$ cat src/rtl/lfsr_period_display.sv
// Measures the repeat period of the lfsr4 output for the current mode, samples it
// periodically, and drives a 7-segment display with either the sample or the period.
module lfsr_period_display #(
   parameter int PRESCALE   = 1,
   parameter int MAX_PERIOD = 31,
   localparam int PW        = $clog2(MAX_PERIOD + 1)
) (
   input  logic          clk,
   input  logic          reset,
   input  logic [3:0]    lfsr,
   input  logic [2:0]    mod,
   input  logic          restart,
   input  logic          show_period,
   output logic [6:0]    seg,
   output logic          dp,
   output logic [PW-1:0] period,
   output logic          period_valid,
   output logic          timeout
);

   localparam int PSW = (PRESCALE > 1) ? $clog2(PRESCALE) : 1;

   localparam logic [2:0] ST_IDLE    = 3'd0;
   localparam logic [2:0] ST_ARM     = 3'd1;
   localparam logic [2:0] ST_MEASURE = 3'd2;
   localparam logic [2:0] ST_DONE    = 3'd3;
   localparam logic [2:0] ST_TIMEOUT = 3'd4;

   logic [2:0]    state_q, state_d;
   logic [3:0]    ref_q, ref_d;
   logic [PW-1:0] cnt_q, cnt_d;
   logic [PW-1:0] period_q, period_d;
   logic [3:0]    sample_q, sample_d;
   logic [PSW-1:0] presc_q, presc_d;
   logic [2:0]    mod_q;
   logic [6:0]    seg_q, seg_d;
   logic          dp_q, dp_d;
   logic          mod_chg;
   logic [7:0]    period_ext;

   function automatic logic [6:0] hex7(input logic [3:0] v);
      logic [6:0] s;
      case (v)
         4'h0: s = 7'h3F;
         4'h1: s = 7'h06;
         4'h2: s = 7'h5B;
         4'h3: s = 7'h4F;
         4'h4: s = 7'h66;
         4'h5: s = 7'h6D;
         4'h6: s = 7'h7D;
         4'h7: s = 7'h07;
         4'h8: s = 7'h7F;
         4'h9: s = 7'h6F;
         4'hA: s = 7'h77;
         4'hB: s = 7'h7C;
         4'hC: s = 7'h39;
         4'hD: s = 7'h5E;
         4'hE: s = 7'h79;
         default: s = 7'h71;
      endcase
      return s;
   endfunction

   assign mod_chg    = (mod != mod_q);
   assign period_ext = 8'(period_q);

   // Restart or a mode change aborts whatever is in progress and re-measures.
   always_comb begin
      state_d  = state_q;
      ref_d    = ref_q;
      cnt_d    = cnt_q;
      period_d = period_q;
      if (restart || mod_chg) begin
         state_d  = ST_IDLE;
         period_d = '0;
      end else begin
         case (state_q)
            ST_IDLE: begin
               state_d  = ST_ARM;
               period_d = '0;
            end
            ST_ARM: begin
               ref_d   = lfsr;
               cnt_d   = PW'(1);
               state_d = ST_MEASURE;
            end
            ST_MEASURE: begin
               if (lfsr == ref_q) begin
                  period_d = cnt_q;
                  state_d  = ST_DONE;
               end else if (cnt_q == PW'(MAX_PERIOD)) begin
                  period_d = '0;
                  state_d  = ST_TIMEOUT;
               end else begin
                  cnt_d = cnt_q + PW'(1);
               end
            end
            ST_DONE, ST_TIMEOUT: state_d = state_q;
            default: state_d = ST_IDLE;
         endcase
      end
   end

   always_comb begin
      presc_d  = presc_q;
      sample_d = sample_q;
      if (presc_q == PSW'(PRESCALE - 1)) begin
         presc_d  = '0;
         sample_d = lfsr;
      end else begin
         presc_d = presc_q + PSW'(1);
      end
   end

   // dp doubles as the "period >= 16" flag in DONE and the busy flag while measuring.
   always_comb begin
      seg_d = hex7(sample_q);
      dp_d  = 1'b0;
      if (show_period) begin
         case (state_q)
            ST_DONE: begin
               seg_d = hex7(period_ext[3:0]);
               dp_d  = |period_ext[7:4];
            end
            ST_TIMEOUT: begin
               seg_d = 7'h40;
               dp_d  = 1'b0;
            end
            default: begin
               seg_d = 7'h00;
               dp_d  = 1'b1;
            end
         endcase
      end
   end

   always_ff @(posedge clk or posedge reset) begin
      if (reset) begin
         state_q  <= ST_IDLE;
         ref_q    <= '0;
         cnt_q    <= '0;
         period_q <= '0;
         sample_q <= '0;
         presc_q  <= '0;
         mod_q    <= '0;
         seg_q    <= '0;
         dp_q     <= 1'b0;
      end else begin
         state_q  <= state_d;
         ref_q    <= ref_d;
         cnt_q    <= cnt_d;
         period_q <= period_d;
         sample_q <= sample_d;
         presc_q  <= presc_d;
         mod_q    <= mod;
         seg_q    <= seg_d;
         dp_q     <= dp_d;
      end
   end

   assign seg          = seg_q;
   assign dp           = dp_q;
   assign period       = period_q;
   assign period_valid = (state_q == ST_DONE);
   assign timeout      = (state_q == ST_TIMEOUT);

endmodule

$ cat config.mk
export PLATFORM = sky130hd
export DESIGN_NAME = lfsr_period_display
export DESIGN_NICKNAME = d
export VERILOG_FILES = /design/src/rtl/lfsr_period_display.sv
export SDC_FILE = /design/constraint.sdc
export NUM_CORES = 1
export LEC_CHECK = 0
export CAP_MARGIN = 0
export CORE_MARGIN = 2
export CORE_UTILIZATION = 40
export CTS_CLUSTER_SIZE = 8
export DETAILED_ROUTE_END_ITERATION = 6
export PLACE_DENSITY_LB_ADDON = 0.2
export REMOVE_ABC_BUFFERS = 1
export SLEW_MARGIN = 10
export SYNTH_ARGS = -nofsm -noshare
export SYNTH_HDL_FRONTEND = slang
export SYNTH_SLANG_ARGS = --single-unit
$ cat constraint.sdc
create_clock -name clk -period 2.7 [get_ports clk]
set_clock_uncertainty 0.05 [all_clocks]
set_input_delay 0.27 -clock clk [delete_from_list [all_inputs] [get_ports clk]]
set_output_delay 0.27 -clock clk [all_outputs]
set_load 0.02 [all_outputs]
## After elaboration in Yosys (flattened, before gate mapping)

Memory sizes are Yosys's and may differ from the RTL's.
Cells that the tools add are included.

- Bits in read-only memories: 224
- Input bits: 11
- Output and inout port bits: 15
- Word-level logic and storage cells: 50
- Memories kept: 2
- Register bits: 33

- Reductions and logical operators: 9
- Bitwise operators: 1
- Mux-type cells: 16
- Add/sub/neg operators: 2
- Eq/ne operators: 11

Memory list:

| memory | words | width | rd ports | clocked after memory_dff | write ports | line | RTL |
|---|---|---|---|---|---|---|---|
| (name not given) | 16 | 7 | 1 | 0 | 0 | 43 | `case (v)` |
| (name not given) | 16 | 7 | 1 | 0 | 0 | 43 |  |

Operator list:

| operator | number |
|---|---|
| $mux W5 | 5 |
| $pmux W5 S2 | 2 |
| $pmux W7 S2 | 1 |
| $pmux W3 S4 | 1 |
| $mux W3 | 3 |
| $mux W7 | 1 |
| $eq A3 B2 Y1 const B | 2 |
| $ne A2 B2 Y1 const B | 3 |
| $reduce_and A2 Y1 | 3 |
| $add A5 B1 Y5 const B | 1 |
| $eq A5 B5 Y1 const B | 1 |
| $eq A4 B4 Y1 | 1 |
| $ne A4 B4 Y1 const B | 1 |
| $reduce_and A4 Y1 | 1 |
| $eq A3 B1 Y1 const B | 1 |
| $eq A3 B3 Y1 const B | 1 |
| $logic_not A3 Y1 | 1 |
| $ne A3 B3 Y1 | 1 |
| $reduce_bool A3 Y1 | 1 |
| $mux W1 | 2 |
| $pmux W1 S2 | 1 |
| $reduce_bool A2 Y1 | 1 |
| $reduce_or A2 Y1 | 1 |
| $add A1 B1 Y1 const B | 1 |
| other kinds (2) | 2 |

## Logic depth before layout (Yosys ltp)

Gate-level depths: netlist of the first run.

- Depth in word-level cells: 5
- Depth in mapped cells: 7
- Mapped depth without buffers: 7

## Least setup slack after synthesis of the first run

Ideal clock, no wire load.

- Path type: reg2reg
- From: register cnt_q[0]
- To: register cnt_q[2]
- Arrival: 1.879 ns
- Setup time: 0.131 ns
- Path buffers: 0
- Cell stages (with the launch flop): 8
- Path slack: 0.640 ns
- Path through: dfrtp_1 > ha_1 > and3_1 > ha_1 > nand2b_1 > o21ai_0 > a21oi_1 > or3_1

- Cells in the longest elaborated chain, start to end: 4
- Elaborated cells between the ends (all ways): 7
- Classes of those cells: add/sub (1); eq/ne (2); mux (3); reduce/logical (1)

Ends and longest elaborated chain:

| element | line | RTL |
|---|---|---|
| from (decl) | 31 | `logic [PW-1:0] cnt_q, cnt_d;` |
| from (signal assigned) | 151 | `cnt_q <= cnt_d;` |
| $add A5 B1 Y5 | 95 | `cnt_d = cnt_q + PW'(1);` |
| $mux W5 | 91 | `end else if (cnt_q == PW'(MAX_PERIOD)) begin` |
| $mux W5 | 88 | `if (lfsr == ref_q) begin` |
| $pmux W5 S2 | 77 | `case (state_q)` |

Parallel ways exist; a longest one is shown, timed or not. The select of a mux whose other input is x is not followed.
A chain may end at the register's enable or synchronous reset.

## Worst setup path in the final report of the first run

- From: register cnt_q[0]
- To: register cnt_q[0]

The elaborated chain is that of the path after synthesis.

==> results summary, run 1 <==
The slack of the worst reg-to-reg path came out at 420 ps. The largest total area in the synthesized netlist belongs to sky130_fd_sc_hd__dfrtp_1. The maximum root-to-sink buffer count is 2.

The DRC marker count from the first detailed-route iteration came out at 70. The post-CTS resize count is 0. The number of input and output port buffers inserted came out at 25.

The area used by sequential logic in the layout is 800.8 um^2. The clock latency at the later pin of the worst-skew pair came out at 280 ps. The critical path launch point type is a flip-flop.

The count of final max-slew check failures came out at 0. The tightest hold margin is 315.2 ps. After layout, the worst path uses 84.52% of the clock period. The floorplan row count came out at 25. The first-pass iteration count of the detailed router came out at 4. Timing would allow up to 438.2 MHz. The half-perimeter wire length after placement came out at 2694 um. The worst slew margin relative to its limit is 68.12%. The required time reported for the critical path endpoint came out at 2870 ps. The total congestion overflow is 0. By area the synthesized netlist is led by sky130_fd_sc_hd__dfrtp_1 41%, sky130_fd_sc_hd__ha_1 9.1%, sky130_fd_sc_hd__o21ai_0 3.6%. The CTS tree is built. The library cell used most frequently in the layout, excluding fill and tap cells, is sky130_fd_sc_hd__dfrtp_1.

The proportion of synthesized flip-flops having asynchronous set or reset is 100.0%. The clock period could shrink to 2282 ps. The number of antenna violations at the first check in global routing is 0.

Cells with a size suffix above 1 make up 10.50% of the layout. During synthesis, Yosys emitted a total of 0 warnings. The count of unresolved DRC violations after routing is 0. 26 I/O pins were placed.

The worst flop-to-flop path endpoint is cnt_q[0]$_DFFE_PP0P_. The flow ran to the end, and the final reports show no timing, DRC or antenna violations. The buffers inserted during post-CTS setup optimization came out at 0.

The layer flagged by global routing as most heavily used is met2. Entering global routing, the biggest net connects 33 pins. For the final routed database, the setup TNS stands at 0 ps.

The layout has 455 filler cells. In this run the critical register-to-register path is launched from cnt_q[0]$_DFFE_PP0P_. The repair_antennas step left the layout with diodes totalling 0.

The met2 usage in global routing came out at 25.89%. The post-layout instance count excluding filler cells is 273. The placed instance count is 266. The power density normalized to cell area came out at 467.5 mW/mm^2. Dividing the detail-routed wire length by the instance count gives 13.24 um. The launching element of the worst setup path is cnt_q[0]$_DFFE_PP0P_. STA classifies the critical path endpoint as a flip-flop. The maximum level of the CTS H-tree is 2.

The final-stage net count is 244. The synthesized netlist occupies a cell area of 0.001934 mm^2. The final number of hold-violating endpoints came to 0. The routability-driven placement congestion ratio is 0.7979. The clock-pin transition on the worst setup and hold timing paths came out at 60 ps. The design draws 1.080 mW. Across every metal layer, demand over resource in global routing totals 15.33%. For this configuration, the core starts out at a cell density of 41.23%.

The core region is 0.004692 mm^2. The synthesized design contains 0 enable-type register cells. The die height is 73.54 um. The largest vdd supply drop is 353.7 uV. The synthesis-to-layout area growth is 19.41%. After technology mapping, the gate count stands at 193. After synthesis, flip-flops and latches occupy 41.40% of the total area. After synthesis, the largest area contributor takes up 41.40% of total cell area. The arrival time of data at the critical path endpoint came out at 2460 ps. The number of buffers inserted by hold repair at cts is 0. Setup violations remaining at the end of the flow were counted as 0. For this run, global-route usage on met3 was measured as 3.704%.

The vias per cell is 5.260. For this design the static power due to leakage is 1.006 nW. The count of nets left with antenna violations once routing finished came out at 0. The die extent in x came out at 73.54 um. The number of global-route vias before repair is 1405.

The number of maximum-capacitance violations is 0. Along the worst path, the maximum fanout reaches 4. The met1 global-route usage came out at 18.76%. The TritonCTS sink count is 32. The kind of critical path is flip-flop to flip-flop. The tightest min-delay check is of the input pin to async pin type. The cell chosen for the clock root is sky130_fd_sc_hd__clkbuf_8. For this run, the leading register cell type out of synthesis is sky130_fd_sc_hd__dfrtp_1.

The number of vias in the routed layout is 1436. The global-route wire length before repair is 6320 um. The measured slew at the worst slew-check pin came out at 476.7 ps. The combined area of the multi-input logic cells is 0.001035 mm^2.

After synthesis, the mean cell area works out to 10.02 um^2. The number of cells traversed by the worst register-to-register path is 7. In the layout the commonest cells are 32 x sky130_fd_sc_hd__dfrtp_1, 25 x sky130_fd_sc_hd__clkdlybuf4s50_1, 15 x sky130_fd_sc_hd__inv_1.

The number of register bits inferred by synthesis is 32. The die area came out at 0.005408 mm^2. Setup repair after global routing left no endpoint under its margin.

The number of buffers added by the clock tree synthesis step is 5. The most critical setup path has its endpoint at cnt_q[0]$_DFFE_PP0P_. The wire length reported by the detailed router came out at 3615 um. The number of distinct library cells after synthesis came out at 48. The final standard cell utilization of the core came out at 49.23%.
==> final cells by class <==
type	instances	area share (%)
multi-input cells	137	44.80
inverters	15	2.438
clock inverters	1	0.2167
well taps	54	2.925
repair buffers	28	11.81
flip-flops and latches	32	34.67
clock buffers	6	3.142
==> cell usage after synthesis, types with 3 or more instances <==
| cell type | instances |
|---|---|
| sky130_fd_sc_hd__mux2_2 | 3 |
| sky130_fd_sc_hd__dfrtp_1 | 32 |
| sky130_fd_sc_hd__o21a_1 | 3 |
| sky130_fd_sc_hd__mux2_4 | 4 |
| sky130_fd_sc_hd__o2111ai_1 | 3 |
| sky130_fd_sc_hd__ha_1 | 14 |
| sky130_fd_sc_hd__nor2b_1 | 5 |
| sky130_fd_sc_hd__nand2_1 | 11 |
| sky130_fd_sc_hd__clkbuf_1 | 6 |
| sky130_fd_sc_hd__xnor2_1 | 4 |
| sky130_fd_sc_hd__a21oi_1 | 7 |
| sky130_fd_sc_hd__xor2_1 | 3 |
| sky130_fd_sc_hd__a31oi_1 | 3 |
| sky130_fd_sc_hd__nand3_1 | 8 |
| sky130_fd_sc_hd__inv_1 | 15 |
| sky130_fd_sc_hd__nor2_1 | 9 |
| sky130_fd_sc_hd__o21ai_0 | 14 |
| sky130_fd_sc_hd__nand2b_1 | 6 |
| sky130_fd_sc_hd__mux2i_1 | 3 |
==> logic make-up after synthesis <==
family,count (synthesis),share of synthesized area (%)
buf+inv,24,5.109
compound gates,46,15.98
mux,12,8.732
xor+xnor,7,3.170
fa+ha+maj,14,9.056
flops,32,41.40
simple gates,58,16.56
==> registers in the layout (all words and copies together) (netlist names) <==
register / cells
cnt_q: 5
dp: 1
mod_q: 3
period: 5
ref_q: 4
sample_q: 4
seg: 7
state_q: 3
==> per-layer routing <==
| metal | vias up | part of all wire [%] |
|---|---|---|
| met5 | - | 0 |
| met4 | 0 | 1.4 |
| met3 | 4 | 3.9 |
| met2 | 27 | 48 |
| met1 | 669 | 46 |
| li1 | 736 | - |
==> metrics by stage <==
stage,area (um^2),setup slack (ps)
global route,2310,254.6
global placement,2232,335.9
floorplan,1892,634.4
finish,2310,418.0
CTS,2310,416.8
detailed placement,2232,314.6
==> critical path: stages, from the launching register on <==
cell                        delay, ps
sky130_fd_sc_hd__dfrtp_1          420
sky130_fd_sc_hd__ha_1             230
sky130_fd_sc_hd__and3_1           180
sky130_fd_sc_hd__ha_1             220
sky130_fd_sc_hd__nand2b_1         200
sky130_fd_sc_hd__o21a_1           190
sky130_fd_sc_hd__a2111oi_2        490
sky130_fd_sc_hd__mux2_2           240
==> power breakdown <==
group | internal, mW | leakage, nW | switching, mW
Combinational | 0.0943 | 0.563 | 0.0906
Sequential | 0.519 | 0.402 | 0.0347
Clock | 0.175 | 0.0410 | 0.167
Total | 0.788 | 1.01 | 0.292
==> how the worst min path moves through the flow <==
stage,start,slack [ps],end,cells after the start
4_1_cts,reset,330,mod_q[1]$_DFF_PP0_,3
3_5_place_dp,ref_q[3]$_DFFE_PP0P_,470,ref_q[3]$_DFFE_PP0P_,1
2_1_floorplan,mod[0],250,mod_q[0]$_DFF_PP0_,0
6_report,reset,320,mod_q[1]$_DFF_PP0_,3
5_1_grt,reset,370,sample_q[0]$_DFF_PP0_,3
3_3_place_gp,ref_q[2]$_DFFE_PP0P_,470,ref_q[2]$_DFFE_PP0P_,1
No activity file was read; power rests on OpenSTA's default activity.
==> run 2: changes to the inputs <==
==> constraint.sdc (replaced) <==
create_clock -name clk -period 1.9 [get_ports clk]
set_clock_uncertainty 0.05 [all_clocks]
set_input_delay 0.19 -clock clk [delete_from_list [all_inputs] [get_ports clk]]
set_output_delay 0.19 -clock clk [all_outputs]
set_load 0.02 [all_outputs]
==> results summary, run 2 (synthesis gave the netlist of run 1 again) <==
IR analysis of the VDD net gives a maximum drop of 388.4 uV. The clock-pin transition on the worst setup and hold timing paths came out at 70 ps. The number of buffers added by the clock tree synthesis step is 5.

The maximum fanout count along the critical path came out at 4. From synthesis to final layout, the design area changed by 32.99%. The post-detailed-placement cell area is 0.002367 mm^2.

The die area is 0.005408 mm^2. For this design, the slowest cell found on the critical path is sky130_fd_sc_hd__or4_4. The count of unresolved DRC violations after routing is 0. No sink is reached through more buffers than the 2 on the longest clock path. Measured against its own limit, the worst slew margin works out to 70.23%.

After detailed routing, the number of vias per cell comes to 5.116. The final-stage net count came out at 263. The critical path goes through xor2_1, or4_4, or3_4, mux2_4. The arrival time of data at the critical path endpoint came out at 2040 ps. In this run the clock root is driven by a sky130_fd_sc_hd__clkbuf_8. The number of vias in the routed layout came out at 1499. Setup repair after global routing could not meet its margin everywhere.

After detailed routing, the average wire length per cell comes to 13.08 um. Of the available clock period, the critical path in the final layout requires 101.1%. Entering global routing, the biggest net connects 33 pins. The internal power consumption came out at 1.312 mW. The number of cells traversed by the worst register-to-register path is 4. The checks that failed: setup timing. The count of buffers added on input and output ports is 25. The required time reported for the critical path endpoint is 2020 ps. The wire length reported by the detailed router came out at 3832 um.

Global routing used 16.02% of the available tracks. The clock reaches the later pin of the worst-skew pair after 280 ps. In this run the critical register-to-register path is captured at ref_q[2]$_DFFE_PP0P_.

The maximum level of the CTS H-tree came out at 2. The post-layout instance area is 0.002572 mm^2. The first global-routing pass estimated 6472 um of wire. The post-route antenna net violation count came out at 0.

The worst setup margin is -20.20 ps. The finished layout holds 293 standard cells, fillers aside. The summed negative setup slack over all endpoints came out at -74.01 ps. The most critical setup path has its endpoint at ref_q[2]$_DFFE_PP0P_. The DRC marker count from the first detailed-route iteration came out at 85. Once placement completed, the tool counted placed cells totaling 284. The net switching share of the total power is 26.27%.

The floorplan row count came out at 25. The share of total power dissipated in combinational logic is 19.8%. The clock network fraction of total power is 36.5%.

The count of final max-slew check failures came out at 0. The die height came out at 73.54 um. The highest clock rate is 520.8 MHz. Broken down by cell family, the worst path's largest delay share belongs to simple AND/OR/NAND/NOR gates. The worst hold path belongs to the class input pin to async pin. The total number of cells along the worst setup path came out at 4. The total congestion overflow came out at 0. For the pin with the worst max-slew slack, the measured transition is 445.1 ps.

The share of total power in sequential cells is 43.7%. The flip-flop count of the largest register after layout is 7. Once layout is complete, the utilization of the core stands at 54.83%. The number of buffers and inverters on the critical path is 0. The endpoint class of the critical path is a flip-flop. The tightest hold margin is 227.6 ps.

The TritonCTS sink count is 32. The total I/O pin count is 26. Prior to clock tree synthesis, the placed netlist has a worst setup slack of -318.8 ps. The share of final-layout standard cells stronger than drive strength 1 is 23.43%.

The sum of internal, switching and leakage power came out at 1.780 mW. The kind of critical path is flip-flop to flip-flop. The routability-driven placement congestion ratio came out at 0.8047. The launching element of the worst setup path is mod_q[2]$_DFF_PP0_. The startpoint of the worst-slack reg-to-reg timing path is mod_q[2]$_DFF_PP0_. After legalization and detailed placement, the total HPWL measured 2822 um.

The cell leakage power came out at 1.123 nW. The floorplan step set the die width to 73.54 um. The library cells used most frequently in the layout, excluding fill and tap cells, are 29 x sky130_fd_sc_hd__dfrtp_1, 23 x sky130_fd_sc_hd__clkdlybuf4s50_1, 20 x sky130_fd_sc_hd__buf_4. The flow ran to the end, but the final reports show violations.

The number of antenna violations at the first check in global routing is 0. The number of maximum-capacitance violations came out at 0. For this run, the slowest stage of the critical path takes 520 ps.

The library cell used most frequently in the layout, excluding fill and tap cells, is sky130_fd_sc_hd__dfrtp_1. The first-pass iteration count of the detailed router is 4. The final number of hold-violating endpoints is 0. The worst setup path is launched from a flip-flop.

The repair_antennas step left the layout with diodes totalling 0. The number of global-route vias before repair is 1447. The setup violation total in the final timing report came out at 4. The effective utilization at floorplan is 41.23%.

The number of buffers inserted by hold repair at cts is 0. The worst path in the final design needs a cycle of 1920 ps, including I/O delays and setup. TritonCTS built the clock tree. The core region area came out at 0.004692 mm^2. The power density normalized to cell area came out at 691.9 mW/mm^2. The setup check on the worst reg-to-reg path leaves a slack of -20 ps. The switching power of the nets is 0.4676 mW.
[run 2: timing repair]
item	in CTS	in global routing
hold endpoints to repair	0	0
setup buffers	1	0
pin swaps	4	7
setup endpoints to repair	16	15
gates cloned	0	0
gates resized for setup	13	10
[run 2: power groups by stage]
stage	Combinational [mW]	Clock, mW	Sequential [mW]
global placement	0.322	0	0.786
CTS	0.341	0.667	0.777
global route	0.394	0.688	0.786
floorplan	0.160	0	0.804
detailed placement	0.325	0	0.786
finish	0.352	0.650	0.777
[run 2: cell type report]
type                            count  area [um^2]
Clock inverter                      3        42.54
Fill cell                         431         2120
Multi-Input combinational cell    137         1112
Tap cell                           54        67.56
Timing Repair Buffer               47        420.4
Clock buffer                        5        68.82
Inverter                           15        56.30
Sequential cell                    32        804.5
[run 2: how the worst min path moves through the flow]
stage	startpoint	end
6_report	reset	mod_q[0]$_DFF_PP0_
2_1_floorplan	mod[0]	mod_q[0]$_DFF_PP0_
3_5_place_dp	ref_q[2]$_DFFE_PP0P_	ref_q[2]$_DFFE_PP0P_
5_1_grt	reset	ref_q[1]$_DFFE_PP0P_
3_3_place_gp	ref_q[0]$_DFFE_PP0P_	ref_q[0]$_DFFE_PP0P_
4_1_cts	reset	mod_q[0]$_DFF_PP0_
[run 2: worst min-delay path, cell delays in order]
cell and delay (ps):
sky130_fd_sc_hd__clkdlybuf4s50_1 390, sky130_fd_sc_hd__inv_1 50, sky130_fd_sc_hd__buf_4 350
[run 2: per-layer routing]
| metal | wire, um | global-route usage, % | vias to the layer above |
|---|---|---|---|
| met4 | 67 | 7.879 | 0 |
| met3 | 105 | 3.018 | 5 |
| met2 | 1861 | 25.99 | 21 |
| met5 | 0 | 0 | - |
| met1 | 1797 | 20.40 | 691 |
| li1 | - | - | 782 |
==> run 3: changes to the inputs <==
--- a/config.mk
+++ b/config.mk
@@ -7,7 +7,8 @@
 export LEC_CHECK = 0
 export CAP_MARGIN = 0
 export CORE_MARGIN = 2
-export CORE_UTILIZATION = 40
+export CORE_UTILIZATION = 46
+export CTS_BUF_LIST = sky130_fd_sc_hd__clkbuf_4 sky130_fd_sc_hd__clkbuf_8
 export CTS_CLUSTER_SIZE = 8
 export DETAILED_ROUTE_END_ITERATION = 6
 export PLACE_DENSITY_LB_ADDON = 0.2
@@ -16,3 +17,4 @@
 export SYNTH_ARGS = -nofsm -noshare
 export SYNTH_HDL_FRONTEND = slang
 export SYNTH_SLANG_ARGS = --single-unit
+export TNS_END_PERCENT = 5
==> results summary, run 3 (synthesis gave the netlist of run 1 again) <==
The flow ran to the end, but the final reports show violations. The final reports fail on setup timing. The final number of hold-violating endpoints came out at 0.

The final-layout fill cell count came out at 338. The largest vdd supply drop came out at 577.0 uV. The number of input and output port buffers inserted came out at 25. The final-stage net count is 261.

The worst setup margin is -13.97 ps. The vias per cell came out at 5.446. The worst setup path is of the flip-flop to flip-flop kind. The synthesis-to-layout area growth is 30.59%. The cell chosen for the clock root is sky130_fd_sc_hd__clkbuf_8. The highest layer used for signal routing is met4.

The first-pass iteration count of the detailed router came out at 4. The maximum fanout count along the critical path is 4. The TritonCTS sink count is 32. The highest cell delay on the worst timing path is 520 ps.

The floorplan row count came out at 23. Measured along the x axis, the die boundary spans 68.85 um. The sum of internal, switching and leakage power came out at 1.787 mW. STA classifies the critical path startpoint as a flip-flop. The post-layout instance count excluding filler cells is 287. For this design, the slowest cell found on the critical path is sky130_fd_sc_hd__or4_4.

The number of antenna violations at the first check in global routing is 0. The worst slew margin relative to its limit came out at 69.19%. The post-route antenna net violation count is 0.

Setup repair after global routing could not meet its margin everywhere. The post-layout minimum cycle time came out at 1914 ps. The critical path goes through xor2_1, or4_4, or3_4, mux2_4. The leading cell type in the layout, fill and taps excluded is sky130_fd_sc_hd__dfrtp_1. The required time reported for the critical path endpoint is 2030 ps.

The maximum number of pins on one net before global-route repair came out at 33. In the global route stage, overall resource usage came out at 20.52%. The routability-driven placement congestion ratio came out at 0.7564.

The clock-pin transition on the worst setup and hold timing paths is 70 ps. The number of antenna diodes in the final layout is 0. After global routing the overflow that remains totals 0.

The clock latency at the later pin of the worst-skew pair is 290 ps. The wire length reported by the detailed router is 4182 um. After detailed routing, the met3 layer carries 198 um of wire. The met2 wirelength from detailed routing came out at 2146 um. The maximum root-to-sink buffer count came out at 2. The measured slew at the worst slew-check pin came out at 460.7 ps. The path class of the tightest hold or removal check is input pin to async pin. The average routed wire per standard cell is 14.57 um. For this design the ratio of total power to cell area is 707.4 mW/mm^2. The share of final-layout standard cells stronger than drive strength 1 is 21.52%. In this run the standard cell core region covers 0.004029 mm^2. The flip-flop count of the largest register after layout came out at 7.

In this run the static leakage power is 1.115 nW. The count of final max-slew check failures is 0. The placed instance count is 279. The number of vias in the routed layout came out at 1563.

The final period utilization is 100.7%. The number of global-route vias before repair came to 1585. The die is 68.85 um tall. The number of maximum-capacitance violations came out at 0. The maximum level of the CTS H-tree came out at 2.

The global-route wire length before repair came out at 6982 um. The count of unresolved DRC violations after routing is 0. The die area came out at 0.004740 mm^2.

The number of buffers added by the clock tree synthesis step came out at 5. Adding up every negative setup slack in the final design gives -51.68 ps. The buffers inserted during post-CTS setup optimization came out at 0.

The CTS tree is built. The setup violation total in the final timing report came out at 5. Once the floorplan was initialized, standard cells occupied 48.01% of the core. In the layout the commonest cells are 29 x sky130_fd_sc_hd__dfrtp_1, 23 x sky130_fd_sc_hd__clkdlybuf4s50_1, 19 x sky130_fd_sc_hd__buf_4. Detailed placement ended at an HPWL of 3095 um. For this block, the initial DRC count from the detailed router was 84. The highest clock rate is 522.5 MHz.

The length of routed wiring on met1 came out at 1744 um. The worst setup path is captured at a flip-flop. Pin placement for this block handled 26 I/O pins. The tightest hold margin is 234.2 ps. The arrival time of data at the critical path endpoint is 2040 ps.
run 3: changes by cell type in the layout (fill, tap and decap cells not counted):
cell and delta:
sky130_fd_sc_hd__nor4_4 -1, sky130_fd_sc_hd__a21oi_2 -1, sky130_fd_sc_hd__o21ai_2 -1, sky130_fd_sc_hd__o21ai_0 +1, sky130_fd_sc_hd__nor4_1 +1, sky130_fd_sc_hd__buf_6 -1, sky130_fd_sc_hd__buf_4 -1, sky130_fd_sc_hd__clkbuf_4 +1
sky130_fd_sc_hd__a21oi_1 +1, sky130_fd_sc_hd__clkinvlp_4 -1
run 3: what timing repair did:
action / CTS / global route
endpoints found under the setup margin: 16 / 15
hold buffers: 0 / 0
pin swaps: 5 / 6
resized for setup: 13 / 4
endpoints found under the hold margin: 0 / 0
run 3: path summary, 6_finish.rpt:
kind	cells after the start	to	slack (ps)	startpoint
hold reg to reg	1	ref_q[0]$_DFFE_PP0P_	490	ref_q[0]$_DFFE_PP0P_
setup / recovery	4	ref_q[2]$_DFFE_PP0P_	-10	mod_q[2]$_DFF_PP0_
min in group clk	1	mod_q[0]$_DFF_PP0_	330	mod[0]
hold / removal	3	ref_q[3]$_DFFE_PP0P_	230	reset
max in group asynchronous	3	period[3]$_DFFE_PP0P_	1250	reset
setup reg to reg	4	ref_q[2]$_DFFE_PP0P_	-10	mod_q[2]$_DFF_PP0_
run 3: worst max-delay path: cells and delay by family, from the launching register on:
kind	cells	cell delay, ps
mux	1	310
simple gates	2	910
xor+xnor	1	170
flops	1	370
run 3: routing by layer:
layer / up-vias / GRT usage [%]
li1: 774 / -
met1: 741 / 22.41
met2: 40 / 36.54
met3: 8 / 5.682
met4: 0 / 9.804
met5: - / 0
run 3: through the flow:
stage | instance area, um^2 | setup slack (ps) | util (%)
floorplan | 1892 | -165.6 | -
global placement | 2355 | -292.9 | 58.45
detailed placement | 2355 | -358.6 | 58.45
CTS | 2511 | -51.87 | 62.33
global route | 2526 | -79.87 | 62.70
finish | 2526 | -13.97 | 62.70
run 3: report_power, final:
group / total [mW] / switching, mW / internal, mW
combinational: 0.348 / 0.166 / 0.183
sequential: 0.782 / 0.0449 / 0.737
clock: 0.657 / 0.254 / 0.403
run 3: final cells by class:
cell class              instances  area [um^2]  share of cell area [%]
clock buffers                   6        76.32                   3.021
clock inverters                 2        35.03                   1.387
inverters                      15        56.30                   2.229
multi-input cells             137         1090                   43.14
flip-flops and latches         32        804.5                   31.85
well taps                      50        62.56                   2.476
repair buffers                 45        401.6                   15.90
